**src/rtl/i2c_pkg.sv**
```systemverilog
// Shared I2C definitions: target FSM states, default device address and bit-counter sizing.
package i2c_pkg;

  localparam logic [6:0] DEV_ADDR_DEFAULT = 7'h55;
  localparam int         BIT_CNT_W        = 4;
  localparam logic [BIT_CNT_W-1:0] BIT_LAST  = 4'd7;
  localparam logic [BIT_CNT_W-1:0] BYTE_DONE = 4'd8;

  typedef enum logic [3:0] {
    ST_IDLE,
    ST_DEV_ADDR,
    ST_ACK_ADDR,
    ST_REG_PTR,
    ST_ACK_PTR,
    ST_WR_BYTE,
    ST_ACK_WR,
    ST_RD_BYTE,
    ST_RD_ACK,
    ST_WAIT_STOP
  } i2c_state_e;

  function automatic logic [7:0] sat_inc8(input logic [7:0] v);
    return (v == 8'hFF) ? v : v + 8'd1;
  endfunction

endpackage

```
**src/rtl/i2c_line_filter.sv**
```systemverilog
// Synchronises one open-drain bus line, rejects pulses shorter than FILT_LEN clocks and flags edges.
module i2c_line_filter #(
  parameter int FILT_LEN = 3
) (
  input  logic clk,
  input  logic rst_n,
  input  logic line_i,
  output logic level_o,
  output logic rise_o,
  output logic fall_o
);

  localparam int CNT_W = $clog2(FILT_LEN + 1);

  logic [1:0]       sync_q;
  logic [CNT_W-1:0] cnt_q;
  logic             level_q;
  logic             rise_q;
  logic             fall_q;

  // Lines idle high, so the synchroniser and filter start at 1 to avoid a phantom edge after reset.
  always_ff @(posedge clk or negedge rst_n) begin
    if (!rst_n) begin
      sync_q  <= 2'b11;
      cnt_q   <= '0;
      level_q <= 1'b1;
      rise_q  <= 1'b0;
      fall_q  <= 1'b0;
    end else begin
      // NOTE: sequential state uses non-blocking assignments so every flop samples pre-edge values.
      sync_q <= {sync_q[0], line_i};
      rise_q <= 1'b0;
      fall_q <= 1'b0;
      if (sync_q[1] == level_q) begin
        cnt_q <= '0;
      end else if (cnt_q == CNT_W'(FILT_LEN - 1)) begin
        level_q <= sync_q[1];
        cnt_q   <= '0;
        rise_q  <= sync_q[1];
        fall_q  <= ~sync_q[1];
      end else begin
        cnt_q <= cnt_q + 1'b1;
      end
    end
  end

  assign level_o = level_q;
  assign rise_o  = rise_q;
  assign fall_o  = fall_q;

endmodule

```
**src/rtl/i2c_target_regport.sv**
```systemverilog
// I2C target exposing a byte-wide register port: pointer write, burst writes and sequential reads.
module i2c_target_regport
  import i2c_pkg::*;
#(
  parameter logic [6:0] DEV_ADDR = DEV_ADDR_DEFAULT,
  parameter int         FILT_LEN = 3,
  parameter int         PTR_W    = 8
) (
  input  logic             CLOCK_IN,
  input  logic             RST_N,
  input  logic             SCL_IN,
  input  logic             SDA_IN,
  output logic             SDA_OE,
  output logic             WR_EN,
  output logic [PTR_W-1:0] WR_ADDR,
  output logic [7:0]       WR_DATA,
  output logic [PTR_W-1:0] RD_ADDR,
  input  logic [7:0]       RD_DATA,
  output logic             BUSY,
  output logic [7:0]       NACK_CNT
);

  logic scl_f, scl_rise, scl_fall;
  logic sda_f, sda_rise, sda_fall;

  i2c_line_filter #(.FILT_LEN(FILT_LEN)) u_scl_filt (
    .clk(CLOCK_IN), .rst_n(RST_N), .line_i(SCL_IN),
    .level_o(scl_f), .rise_o(scl_rise), .fall_o(scl_fall)
  );

  i2c_line_filter #(.FILT_LEN(FILT_LEN)) u_sda_filt (
    .clk(CLOCK_IN), .rst_n(RST_N), .line_i(SDA_IN),
    .level_o(sda_f), .rise_o(sda_rise), .fall_o(sda_fall)
  );

  i2c_state_e           state_q, state_d;
  logic                 sda_oe_q, sda_oe_d;
  logic                 busy_q, busy_d;
  logic                 wr_en_q, wr_en_d;
  logic [PTR_W-1:0]     wr_addr_q, wr_addr_d;
  logic [7:0]           wr_data_q, wr_data_d;
  logic [PTR_W-1:0]     ptr_q, ptr_d;
  logic [7:0]           nack_q, nack_d;
  logic [7:0]           shift_q, shift_d;
  logic [BIT_CNT_W-1:0] bit_cnt_q, bit_cnt_d;

  logic       start_det, stop_det, last_rx, ack_done, addr_hit;
  logic [7:0] byte_in;

  assign start_det = sda_fall & scl_f;
  assign stop_det  = sda_rise & scl_f;
  assign byte_in   = {shift_q[6:0], sda_f};
  assign last_rx   = scl_rise && (bit_cnt_q == BIT_LAST);
  assign addr_hit  = (byte_in[7:1] == DEV_ADDR);
  // An ACK slot drives SDA on its first scl_fall and ends on the second; sda_oe_q tells them apart.
  assign ack_done  = scl_fall && sda_oe_q;

  always_ff @(posedge CLOCK_IN or negedge RST_N) begin
    if (!RST_N) state_q <= ST_IDLE;
    else        state_q <= state_d;
  end

  always_comb begin
    state_d = state_q;
    if (stop_det) begin
      state_d = ST_IDLE;
    end else if (start_det) begin
      state_d = ST_DEV_ADDR;
    end else begin
      case (state_q)
        ST_DEV_ADDR: if (last_rx) state_d = addr_hit ? ST_ACK_ADDR : ST_WAIT_STOP;
        // The address byte stays in shift_q during its ACK, so bit 0 is still the R/W flag.
        ST_ACK_ADDR: if (ack_done) state_d = shift_q[0] ? ST_RD_BYTE : ST_REG_PTR;
        ST_REG_PTR:  if (last_rx) state_d = ST_ACK_PTR;
        ST_ACK_PTR:  if (ack_done) state_d = ST_WR_BYTE;
        ST_WR_BYTE:  if (last_rx) state_d = ST_ACK_WR;
        ST_ACK_WR:   if (ack_done) state_d = ST_WR_BYTE;
        ST_RD_BYTE:  if (scl_fall && bit_cnt_q == BYTE_DONE) state_d = ST_RD_ACK;
        ST_RD_ACK: begin
          if (scl_rise && sda_f) state_d = ST_WAIT_STOP;
          else if (scl_fall)     state_d = ST_RD_BYTE;
        end
        default: state_d = state_q;
      endcase
    end
  end

  always_comb begin
    // NOTE: every combinational output gets a default first, so no path can infer a latch.
    sda_oe_d  = sda_oe_q;
    busy_d    = busy_q;
    wr_en_d   = 1'b0;
    wr_addr_d = wr_addr_q;
    wr_data_d = wr_data_q;
    ptr_d     = ptr_q;
    nack_d    = nack_q;
    shift_d   = shift_q;
    bit_cnt_d = bit_cnt_q;
    if (stop_det || start_det) begin
      sda_oe_d  = 1'b0;
      busy_d    = start_det;
      bit_cnt_d = '0;
    end else begin
      case (state_q)
        ST_DEV_ADDR, ST_REG_PTR, ST_WR_BYTE: begin
          if (scl_rise) begin
            shift_d   = byte_in;
            bit_cnt_d = last_rx ? '0 : bit_cnt_q + 1'b1;
          end
          if (last_rx) begin
            if (state_q == ST_DEV_ADDR && !addr_hit) nack_d = sat_inc8(nack_q);
            if (state_q == ST_REG_PTR) ptr_d = byte_in[PTR_W-1:0];
            if (state_q == ST_WR_BYTE) begin
              wr_en_d   = 1'b1;
              wr_addr_d = ptr_q;
              wr_data_d = byte_in;
              ptr_d     = ptr_q + PTR_W'(1);
            end
          end
        end
        ST_ACK_ADDR, ST_ACK_PTR, ST_ACK_WR: begin
          if (scl_fall) sda_oe_d = ~sda_oe_q;
          if (ack_done && state_q == ST_ACK_ADDR && shift_q[0]) begin
            shift_d  = RD_DATA;
            sda_oe_d = ~RD_DATA[7];
            ptr_d    = ptr_q + PTR_W'(1);
          end
        end
        ST_RD_BYTE: begin
          if (scl_rise) bit_cnt_d = bit_cnt_q + 1'b1;
          if (scl_fall) begin
            if (bit_cnt_q == BYTE_DONE) begin
              sda_oe_d  = 1'b0;
              bit_cnt_d = '0;
            end else begin
              shift_d  = {shift_q[6:0], 1'b0};
              sda_oe_d = ~shift_q[6];
            end
          end
        end
        ST_RD_ACK: begin
          if (scl_rise && sda_f) nack_d = sat_inc8(nack_q);
          if (scl_fall) begin
            shift_d  = RD_DATA;
            sda_oe_d = ~RD_DATA[7];
            ptr_d    = ptr_q + PTR_W'(1);
          end
        end
        default: ;
      endcase
    end
  end

  always_ff @(posedge CLOCK_IN or negedge RST_N) begin
    if (!RST_N) begin
      sda_oe_q  <= 1'b0;
      busy_q    <= 1'b0;
      wr_en_q   <= 1'b0;
      wr_addr_q <= '0;
      wr_data_q <= '0;
      ptr_q     <= '0;
      nack_q    <= '0;
      shift_q   <= '0;
      bit_cnt_q <= '0;
    end else begin
      sda_oe_q  <= sda_oe_d;
      busy_q    <= busy_d;
      wr_en_q   <= wr_en_d;
      wr_addr_q <= wr_addr_d;
      wr_data_q <= wr_data_d;
      ptr_q     <= ptr_d;
      nack_q    <= nack_d;
      shift_q   <= shift_d;
      bit_cnt_q <= bit_cnt_d;
    end
  end

  assign SDA_OE   = sda_oe_q;
  assign WR_EN    = wr_en_q;
  assign WR_ADDR  = wr_addr_q;
  assign WR_DATA  = wr_data_q;
  assign RD_ADDR  = ptr_q;
  assign BUSY     = busy_q;
  assign NACK_CNT = nack_q;

endmodule
```
**config.mk**
```make
export PLATFORM = sky130hd
export DESIGN_NAME = i2c_target_regport
export DESIGN_NICKNAME = d
export VERILOG_FILES = /design/src/rtl/i2c_pkg.sv /design/src/rtl/i2c_line_filter.sv /design/src/rtl/i2c_target_regport.sv
export SDC_FILE = /design/constraint.sdc
export NUM_CORES = 1
export LEC_CHECK = 0
export BUFFER_PORTS_ARGS = -buffer_cell sky130_fd_sc_hd__buf_2
export CAP_MARGIN = 20
export CORE_MARGIN = 5
export CORE_UTILIZATION = 45
export CTS_BUF_LIST = sky130_fd_sc_hd__clkbuf_4
export DETAILED_ROUTE_END_ITERATION = 7
export GPL_TIMING_DRIVEN = 1
export PLACE_DENSITY = 0.71
export SETUP_SLACK_MARGIN = 0.15
export SLEW_MARGIN = 20
export SYNTH_ARGS = -nofsm -noshare
export SYNTH_HDL_FRONTEND = slang
export SYNTH_HIERARCHICAL = 1
export SYNTH_SLANG_ARGS = --single-unit
```
**constraint.sdc**
```tcl
create_clock -name CLOCK_IN -period 2.15 [get_ports CLOCK_IN]
set_input_delay 0.43 -clock CLOCK_IN [delete_from_list [all_inputs] [get_ports CLOCK_IN]]
set_output_delay 0.43 -clock CLOCK_IN [all_outputs]
set_load 0.01 [all_outputs]
```
# Word level (Yosys, flattened, before mapping)
# Cells that the tools add are included.
# op_classes
n_reduce_logical	27
n_addsub	5
n_mux	60
bitwise_logic	10
eq_ne	36
# ops
cell	n
8-bit two-way mux	9
4-bit two-way mux	17
7-bit two-way mux	5
4-bit case mux with 7 select lines	1
7-bit case mux with 4 select lines	1
8-bit case mux with 3 select lines	1
4-bit by 3-bit equality test with 1-bit output, second input constant	5
4-bit != test, second input constant	5
1-bit two-way mux	18
8-bit by 1-bit adder with 8-bit output, second input constant	2
8-bit case mux with 2 select lines	1
2-bit != test, second input constant	5
3-bit by 2-bit != test with 1-bit output, second input constant	3
9-bit nonzero test	1
4-bit by 2-bit equality test with 1-bit output, second input constant	2
4-bit equality test, second input constant	2
8-bit equality test, second input constant	1
2-bit two-way mux	4
1-bit NOT	8
4-bit case mux with 2 select lines	1
4-bit AND reduction	2
8-bit AND reduction	1
4-bit nonzero test	2
7-bit equality test, second input constant	1
other kinds (24)	40
# totals
wordCells	158
output_inout_bits	35
reg_bits	64
input_bits	12

# Logic depth before layout (Yosys ltp)
# Gate-level depths: netlist (run 1).
# logic_depth
depth_word	6
mapped_depth	7
mapped_depth_nobuf	7

# Cells and area by module
# The synthesis (run 1) kept the hierarchy.
# modules_own_cells
module	cells_each	seq_area_each_um2	area_per_inst_um2	n_inst
i2c_target_regport	271	1251.2	2815.2	1
i2c_line_filter	14	178.9	244.0	2

# Worst setup path after synthesis (run 1)
# OpenSTA, ideal clock, no wires.
# synth_path
path_type	register -> register
startpoint	register state_q[1]
endpoint	register shift_q[1]
path_slack_ps	134
stages_incl_launch_ff	6
required_time_ps	2025
period_less_slack_ps	2016
arrival_ps	1891
n_path_buf	1
setup_ps	125
path_cell_list	dfrtp_1 > or3b_1 > buf_2 > a21oi_2 > mux2_2 > mux2_2
# synth_between
elab_chain_len	5
word_cells_on_any_way	20
cone_classes	eq/ne (13); mux (1); reduce/logical (6)
# synth_lines
item	line_no	source
from (decl)	i2c_target_regport.sv:36	i2c_state_e state_q, state_d;
from (signal assigned)	i2c_target_regport.sv:60	else state_q <= state_d;
4-bit by 2-bit equality test with 1-bit output	i2c_target_regport.sv:104, i2c_target_regport.sv:123	
1-bit logical AND (2 in series)	i2c_target_regport.sv:123	if (ack_done && state_q == ST_ACK_ADDR && shift_q[0]) begin
2-bit != test (no line)	-	
7-bit AND reduction (no line)	-	
to (signal assigned)	i2c_target_regport.sv:173	shift_q <= shift_d;
to (decl)	i2c_target_regport.sv:44	logic [7:0] shift_q, shift_d;
# Several ways; a longest one is shown, not always the timed one.
# A chain may end at the register's enable or synchronous reset.

# Worst setup path in the final report (run 1)
# layout_path
startpoint	register bit_cnt_q[1]
endpoint	register nack_q[2], in the netlist NACK_CNT[2]
# layout_between
elab_chain_len	4
# layout_lines
item	line_no	source
from (decl)	i2c_target_regport.sv:45	logic [BIT_CNT_W-1:0] bit_cnt_q, bit_cnt_d;
from (signal assigned)	i2c_target_regport.sv:174	bit_cnt_q <= bit_cnt_d;
4-bit by 3-bit equality test with 1-bit output	i2c_target_regport.sv:53	assign last_rx = scl_rise && (bit_cnt_q == BIT_LAST);
1-bit logical AND	i2c_target_regport.sv:53	
2-bit != test (no line)	-	
5-bit AND reduction (no line)	-	
to (signal assigned)	i2c_target_regport.sv:172	nack_q <= nack_d;
to (decl)	i2c_target_regport.sv:43	logic [7:0] nack_q, nack_d;
# Every way passes these cells.

==> impl_metrics.env, run 1 <==
export IMPL_status="finished, final reports clean"
export IMPL_ios=47
export IMPL_clock_net_sink_count=64
export IMPL_gp_routability_congestion=0.936
export IMPL_path_clk_slew_ns=0.11
export IMPL_synth_enable_flop_cells=0
export IMPL_critical_path_top_delay_family="simple AND/OR/NAND/NOR gates"
export IMPL_yosys_area_share_adder_pct=1.52
export IMPL_die_height_um=95.7
export IMPL_clock_latency_ns=0.41
export IMPL_crit_path_buffers_inverters=1
export IMPL_critPathMaxStageDelay_ns=0.45
export IMPL_synth_async_reset_ratio_pct=100
export IMPL_buffer_levels_on_the_longest_clock_path=2
export IMPL_timing_hold_violations_final=0
export IMPL_rsz0062_at_grt="yes"
export IMPL_post_route_min_period_ns=1.97
export IMPL_tritoncts="yes"
export IMPL_synth_ff_type="dfrtp_1"
export IMPL_die_x_um=95.7
export IMPL_dr_total_vias=2673
export IMPL_timing_critical_path_required_ns=2.49
export IMPL_post_synth_instance_area_um2=3300
export IMPL_clock_skew_final_ns=0.0174
export IMPL_drt_iter0_markers=295
export IMPL_power_per_cell_area_nw_per_um2=889
export IMPL_count_of_max_cap_constraint_violations=0
export IMPL_routed_wire_length_per_instance_um=16.3
export IMPL_viasPerCell=5.59
export IMPL_syn_instance_count=299
export IMPL_grt_first_pass_wirelength_um=12700
export IMPL_drt_pre_antenna_iters=4
export IMPL_timing_final_setup_violations=0
export IMPL_row_count=31
export IMPL_design_core_area_um2=7210
export IMPL_maxSlewHeadroom_pct=64.5
export IMPL_setup_worst_path_end_class="register"
export IMPL_crit_path_start="bit_cnt_q[1]"
export IMPL_avgSynthCellArea_um2=11.0
export IMPL_seq_area_frac_synth_pct=48.7
export IMPL_ctsRootBufferMaster="clkbuf_4"
export IMPL_crit_path_max_delay_cell_type="dfrtp_1"
export IMPL_routed_wl_um=7790
export IMPL_slew_worst_pin_ns=0.526
export IMPL_holdWs_ns=0.104
export IMPL_ys_ff_latch=64
export IMPL_setup_total_negative_slack_ns=0
export IMPL_critical_path_startpoint_type="register"
export IMPL_power_leakage_nw=2.00
export IMPL_yosys_warnings=6
export IMPL_vdd_ir_drop_worst_mv=0.594
export IMPL_design_power_total_mw=3.66
export IMPL_grt_start_max_net_pins=44
export IMPL_synth_area_top_cells="dfrtp_1 (44%), mux2_2 (9.2%), dfstp_2 (4.8%)"
export IMPL_first_global_vias=2628
export IMPL_layout_core_utilization_pct=57.0
export IMPL_numCtsBuffers=9
export IMPL_antenna_found_initial=0
export IMPL_synth_top_area_cell="dfrtp_1"
export IMPL_synth_most_common_cell="dfrtp_1"
export IMPL_post_synth_mux_area_share_pct=12.6
export IMPL_antenna_violating_nets_left=0
export IMPL_fp_dieArea_um2=9150
export IMPL_layout_nets=390
export IMPL_synth_net_count=315
export IMPL_fmax_ghz=0.506
export IMPL_drive_gt1_share_pct=41.2
export IMPL_yosys_top_cells_count="dfrtp_1 (58), mux2_2 (27), o21ai_0 (21)"
export IMPL_h_tree_depth=3
export IMPL_synth_simple_gate_area_share_pct=16.1
export IMPL_worstSetupPathType="reg -> reg"
export IMPL_grtUsageTotal_pct=17.8
export IMPL_n_antenna_cell=0
export IMPL_worst_endpoint_arrival_ns=2.32
export IMPL_min_delay_path_class="in -> reg"
export IMPL_period_share_pct=91.9
export IMPL_crit_reg2reg_launch="bit_cnt_q[1]"
export IMPL_dpl_hpwl_um=5290
export IMPL_route_detailed_drc=0
export IMPL_synth_top_cell_area_share_pct=43.9
export IMPL_synth_top_family_by_area="simple AND/OR/NAND/NOR gates"
export IMPL_min_from="SCL_IN"
export IMPL_synth_xor_area_share_pct=2.39
export IMPL_initial_utilization_pct=45.8
export IMPL_io_buffer_count=46
export IMPL_library_cells_used_by_synthesis=62
export IMPL_synth_compound_area_share_pct=15.2
export IMPL_critPathMaxFanout=6
export IMPL_fill_count=631
export IMPL_syn2layout_area_growth_pct=24.5
export IMPL_overflow=0
export IMPL_finalMaxSlewViolations=0
export IMPL_crit_path_cell_trace="ha_4 > nand4b_1 > a2111oi_2 > nand3_1 > buf_6 > nor3b_2 > xor2_1"
==> routing by layer <==
layer | wire length (µm) | track usage [%] | up-vias
li1 | - | - | 1266
met1 | 3590 | 23.9 | 1315
met2 | 3650 | 28.0 | 73
met3 | 382 | 4.34 | 19
met4 | 174 | 6.16 | 0
met5 | 0 | 0 | -
==> power breakdown <==
group          internal, mW  switching (mW)
clock                 0.237           0.474
sequential             1.43           0.287
combinational         0.644           0.581
total                  2.31            1.34
==> final cells by class <==
type	count	area, µm²	share of cell area [%]
Tap cell	99	124	3.01
Multi-Input combinational cell	209	1700	41.4
Timing Repair Buffer	78	514	12.5
Inverter	12	45.0	1.10
Sequential cell	64	1610	39.2
Clock inverter	7	47.5	1.16
Clock buffer	9	67.6	1.64
==> worst reg2reg max path, cell delays in order, from the launching register on <==
cell and delay (ns):
dfrtp_1 0.45, ha_4 0.17, nand4b_1 0.16, a2111oi_2 0.39
nand3_1 0.18, buf_6 0.19, nor3b_2 0.21, xor2_1 0.17
==> sequential cells by signal (all words and copies together) (netlist names), 2 cells and up <==
signal,flops
u_scl_filt/sync_q,2
WR_DATA,8
state_q,4
NACK_CNT,8
bit_cnt_q,4
u_sda_filt/cnt_q,2
RD_ADDR,8
u_sda_filt/sync_q,2
WR_ADDR,8
u_scl_filt/cnt_q,2
shift_q,7
==> worst paths after layout <==
| kind | endpoint | slack, ns | cells after the start |
|---|---|---|---|
| hold / removal | u_scl_filt/sync_q[0] | 0.10 | 1 |
| min in group asynchronous | NACK_CNT[3] | 0.51 | 2 |
| setup reg to reg | NACK_CNT[2] | 0.18 | 7 |
| max in group asynchronous | u_scl_filt/level_o | 0.97 | 3 |
| setup / recovery | NACK_CNT[2] | 0.18 | 7 |
| hold reg to reg | u_sda_filt/sync_q[1] | 0.36 | 0 |
==> cells in the final DEF (no fill, tap or decap), types with 6 or more instances in the layout <==
cell,n
dfrtp_1,57
nor3_1,6
o21ai_0,20
nand3_1,10
inv_1,11
mux2i_1,7
and3_1,7
mux2_2,27
dfstp_2,6
xor2_1,7
a21oi_1,9
nand2_1,19
clkbuf_4,9
nor3b_1,7
nor2_1,9
buf_2,47
buf_4,23
==> through the flow <==
step | cell area [µm²] | setup WS (ns) | std cells
final | 4110 | 0.175 | 478
after global routing | 4110 | 0.0799 | 478
after CTS | 4000 | 0.152 | 475
after detailed placement | 3790 | 0.0663 | 452
after global placement | 3790 | 0.123 | 452
after floorplan | 3310 | 0.144 | 299
==> cells by family (layout without fill, tap and decap cells) <==
kind of cell | after synthesis | in the layout
DFF | 64 | 64
muxes | 37 | 37
xor gates and xnor gates | 9 | 9
AOI/OAI and AO/OA | 71 | 71
adders and majority gates | 4 | 4
and+or+nand+nor | 88 | 88
buffers and inverters | 26 | 106
==> timing repair <==
item,CTS,global route
endpoints found under the hold margin,20,0
pin swaps,2,12
setup buffers,6,2
hold buffers,1,0
endpoints found under the setup margin,20,22
resized for setup,11,19
cloned,0,1
No activity file was read; power rests on OpenSTA's default activity.
==> inputs of run 2 (changes only) <==
CAP_MARGIN = not set   (was 20)
CORE_UTILIZATION = 40   (was 45)
PLACE_DENSITY = 0.64   (was 0.71)
==> run 2 against run 1 <==
Hold slack worse by 0.0037 ns. Clock-buffer cell count did not move. Cell area decreased by 0.85%. Via count shrank 2.8%. First-iteration DRC count is 15% lower. Register-to-register slack worse by 0.06 ns. Utilization is 6.9 points lower. Critical path depth shrank 1. Sequential power about the same. Wire length shrank 1.6%. Maximum frequency is 3.1% lower. Highest routed layer unchanged.
==> impl_metrics.env, run 2 (same netlist as run 1, synthesis figures left out) <==
export IMPL_critPathMaxFanout=6
export IMPL_n_antenna_cell=0
export IMPL_dr_total_vias=2598
export IMPL_tritoncts="yes"
export IMPL_ios=47
export IMPL_drt_pre_antenna_iters=4
export IMPL_dpl_hpwl_um=5590
export IMPL_antenna_found_initial=0
export IMPL_design_core_area_um2=8130
export IMPL_slew_worst_pin_ns=0.628
export IMPL_syn2layout_area_growth_pct=23.4
export IMPL_clock_skew_final_ns=0.0132
export IMPL_worstSetupPathType="reg -> reg"
export IMPL_layout_nets=391
export IMPL_crit_path_start="state_q[2]"
export IMPL_clock_latency_ns=0.41
export IMPL_holdWs_ns=0.0998
export IMPL_maxSlewHeadroom_pct=57.6
export IMPL_routed_wl_um=7670
export IMPL_overflow=0
export IMPL_grtUsageTotal_pct=15.7
export IMPL_setup_total_negative_slack_ns=0
export IMPL_path_clk_slew_ns=0.12
export IMPL_layout_cells_most_common="dfrtp_1"
export IMPL_route_detailed_drc=0
export IMPL_gp_routability_congestion=0.894
export IMPL_numCtsBuffers=9
export IMPL_post_route_min_period_ns=2.04
export IMPL_power_leakage_nw=1.99
export IMPL_ctsRootBufferMaster="clkbuf_4"
export IMPL_min_from="SCL_IN"
export IMPL_most_common_layout_cells="dfrtp_1 (57), buf_2 (46), buf_4 (29), mux2_2 (27), o21ai_0 (21)"
export IMPL_first_global_vias=2544
export IMPL_power_per_cell_area_nw_per_um2=925
export IMPL_antenna_violating_nets_left=0
export IMPL_count_of_max_cap_constraint_violations=0
export IMPL_timing_hold_violations_final=0
export IMPL_die_x_um=101
export IMPL_min_delay_path_class="in -> reg"
export IMPL_vdd_ir_drop_worst_mv=0.632
export IMPL_initial_utilization_pct=40.6
export IMPL_rsz0062_at_grt="yes"
export IMPL_drive_gt1_share_pct=39.5
export IMPL_period_share_pct=94.8
export IMPL_die_height_um=101
export IMPL_fp_dieArea_um2=10200
export IMPL_setup_worst_path_end_class="register"
export IMPL_io_buffer_count=46
export IMPL_buffer_levels_on_the_longest_clock_path=2
export IMPL_finalMaxSlewViolations=0
export IMPL_timing_critical_path_required_ns=2.45
export IMPL_grt_first_pass_wirelength_um=12500
export IMPL_worst_endpoint_arrival_ns=2.34
export IMPL_drt_iter0_markers=250
export IMPL_crit_reg2reg_launch="state_q[2]"
export IMPL_h_tree_depth=3
export IMPL_timing_final_setup_violations=0
export IMPL_critical_path_startpoint_type="register"
export IMPL_grt_start_max_net_pins=46
export IMPL_fmax_ghz=0.490
export IMPL_viasPerCell=5.36
export IMPL_status="finished, final reports clean"
export IMPL_clock_net_sink_count=64
export IMPL_row_count=33
export IMPL_routed_wire_length_per_instance_um=15.8
## run 2: cell count changes in the layout (fill, tap and decap cells not counted), moves of 2 or more
cell / delta
nor3b_1: +2
nor3_4: -2
buf_4: +6
buf_6: -3
bufinv_16: +2
nor3_1: +2
## run 2: where the power goes
| group | switching, mW | leakage, nW | internal, mW |
|---|---|---|---|
| combinational | 0.527 | 1.06 | 0.590 |
| sequential | 0.278 | 0.843 | 1.43 |
| clock | 0.471 | 0.0879 | 0.474 |
| total | 1.28 | 1.99 | 2.50 |
## run 2: layout make-up
class	count	area, µm²
Timing Repair Buffer	79	500
Sequential cell	64	1610
Fill cell	768	4060
Clock buffer	9	67.6
Tap cell	105	131
Inverter	12	45.0
Multi-Input combinational cell	209	1630
Clock inverter	7	95.1
## run 2: what timing repair did
action                                 CTS  global route
resized for setup                        4             9
pin swaps                                2             3
hold buffers                             1             0
setup endpoints to repair               18            23
endpoints found under the hold margin   19             0
buffers inserted                         2             5
## run 2: critical path: stages (launching register included)
cell	delay, ns
dfrtp_1	0.45
or3b_4	0.48
o22a_1	0.25
o2111a_2	0.32
buf_6	0.13
mux2i_1	0.10
a31o_2	0.21
## run 2: final timing paths
path / endpoint / depth (start not counted) / slack (ns)
min reg2reg: u_sda_filt/sync_q[1] / 0 / 0.37
max reg2reg: RD_ADDR[0] / 6 / 0.11
max in group asynchronous: u_sda_filt/level_o / 3 / 0.98
max: RD_ADDR[0] / 6 / 0.11
min: u_scl_filt/sync_q[0] / 1 / 0.1
min in group asynchronous: NACK_CNT[4] / 2 / 0.50
## run 2: layer usage
| metal | vias up | track usage [%] | wire length [µm] |
|---|---|---|---|
| met5 | - | 0 | 0 |
| met4 | 0 | 5.49 | 127 |
| met3 | 12 | 3.94 | 398 |
| met2 | 66 | 24.7 | 3770 |
| met1 | 1261 | 21.2 | 3370 |
| li1 | 1259 | - | - |
## run 2: through the flow
stage | util (%) | instances | power (mW) | setup slack (ns) | cell area, µm²
final | 50.1 | 485 | 3.77 | 0.111 | 4080
after global placement | 46.8 | 461 | 2.76 | 0.0829 | 3810
after CTS | 49.3 | 480 | 3.78 | 0.144 | 4010
after global routing | 50.1 | 485 | 4.00 | 0.0285 | 4080
after floorplan | - | 299 | 2.39 | 0.144 | 3310
after detailed placement | 46.8 | 461 | 2.80 | 0.00117 | 3810
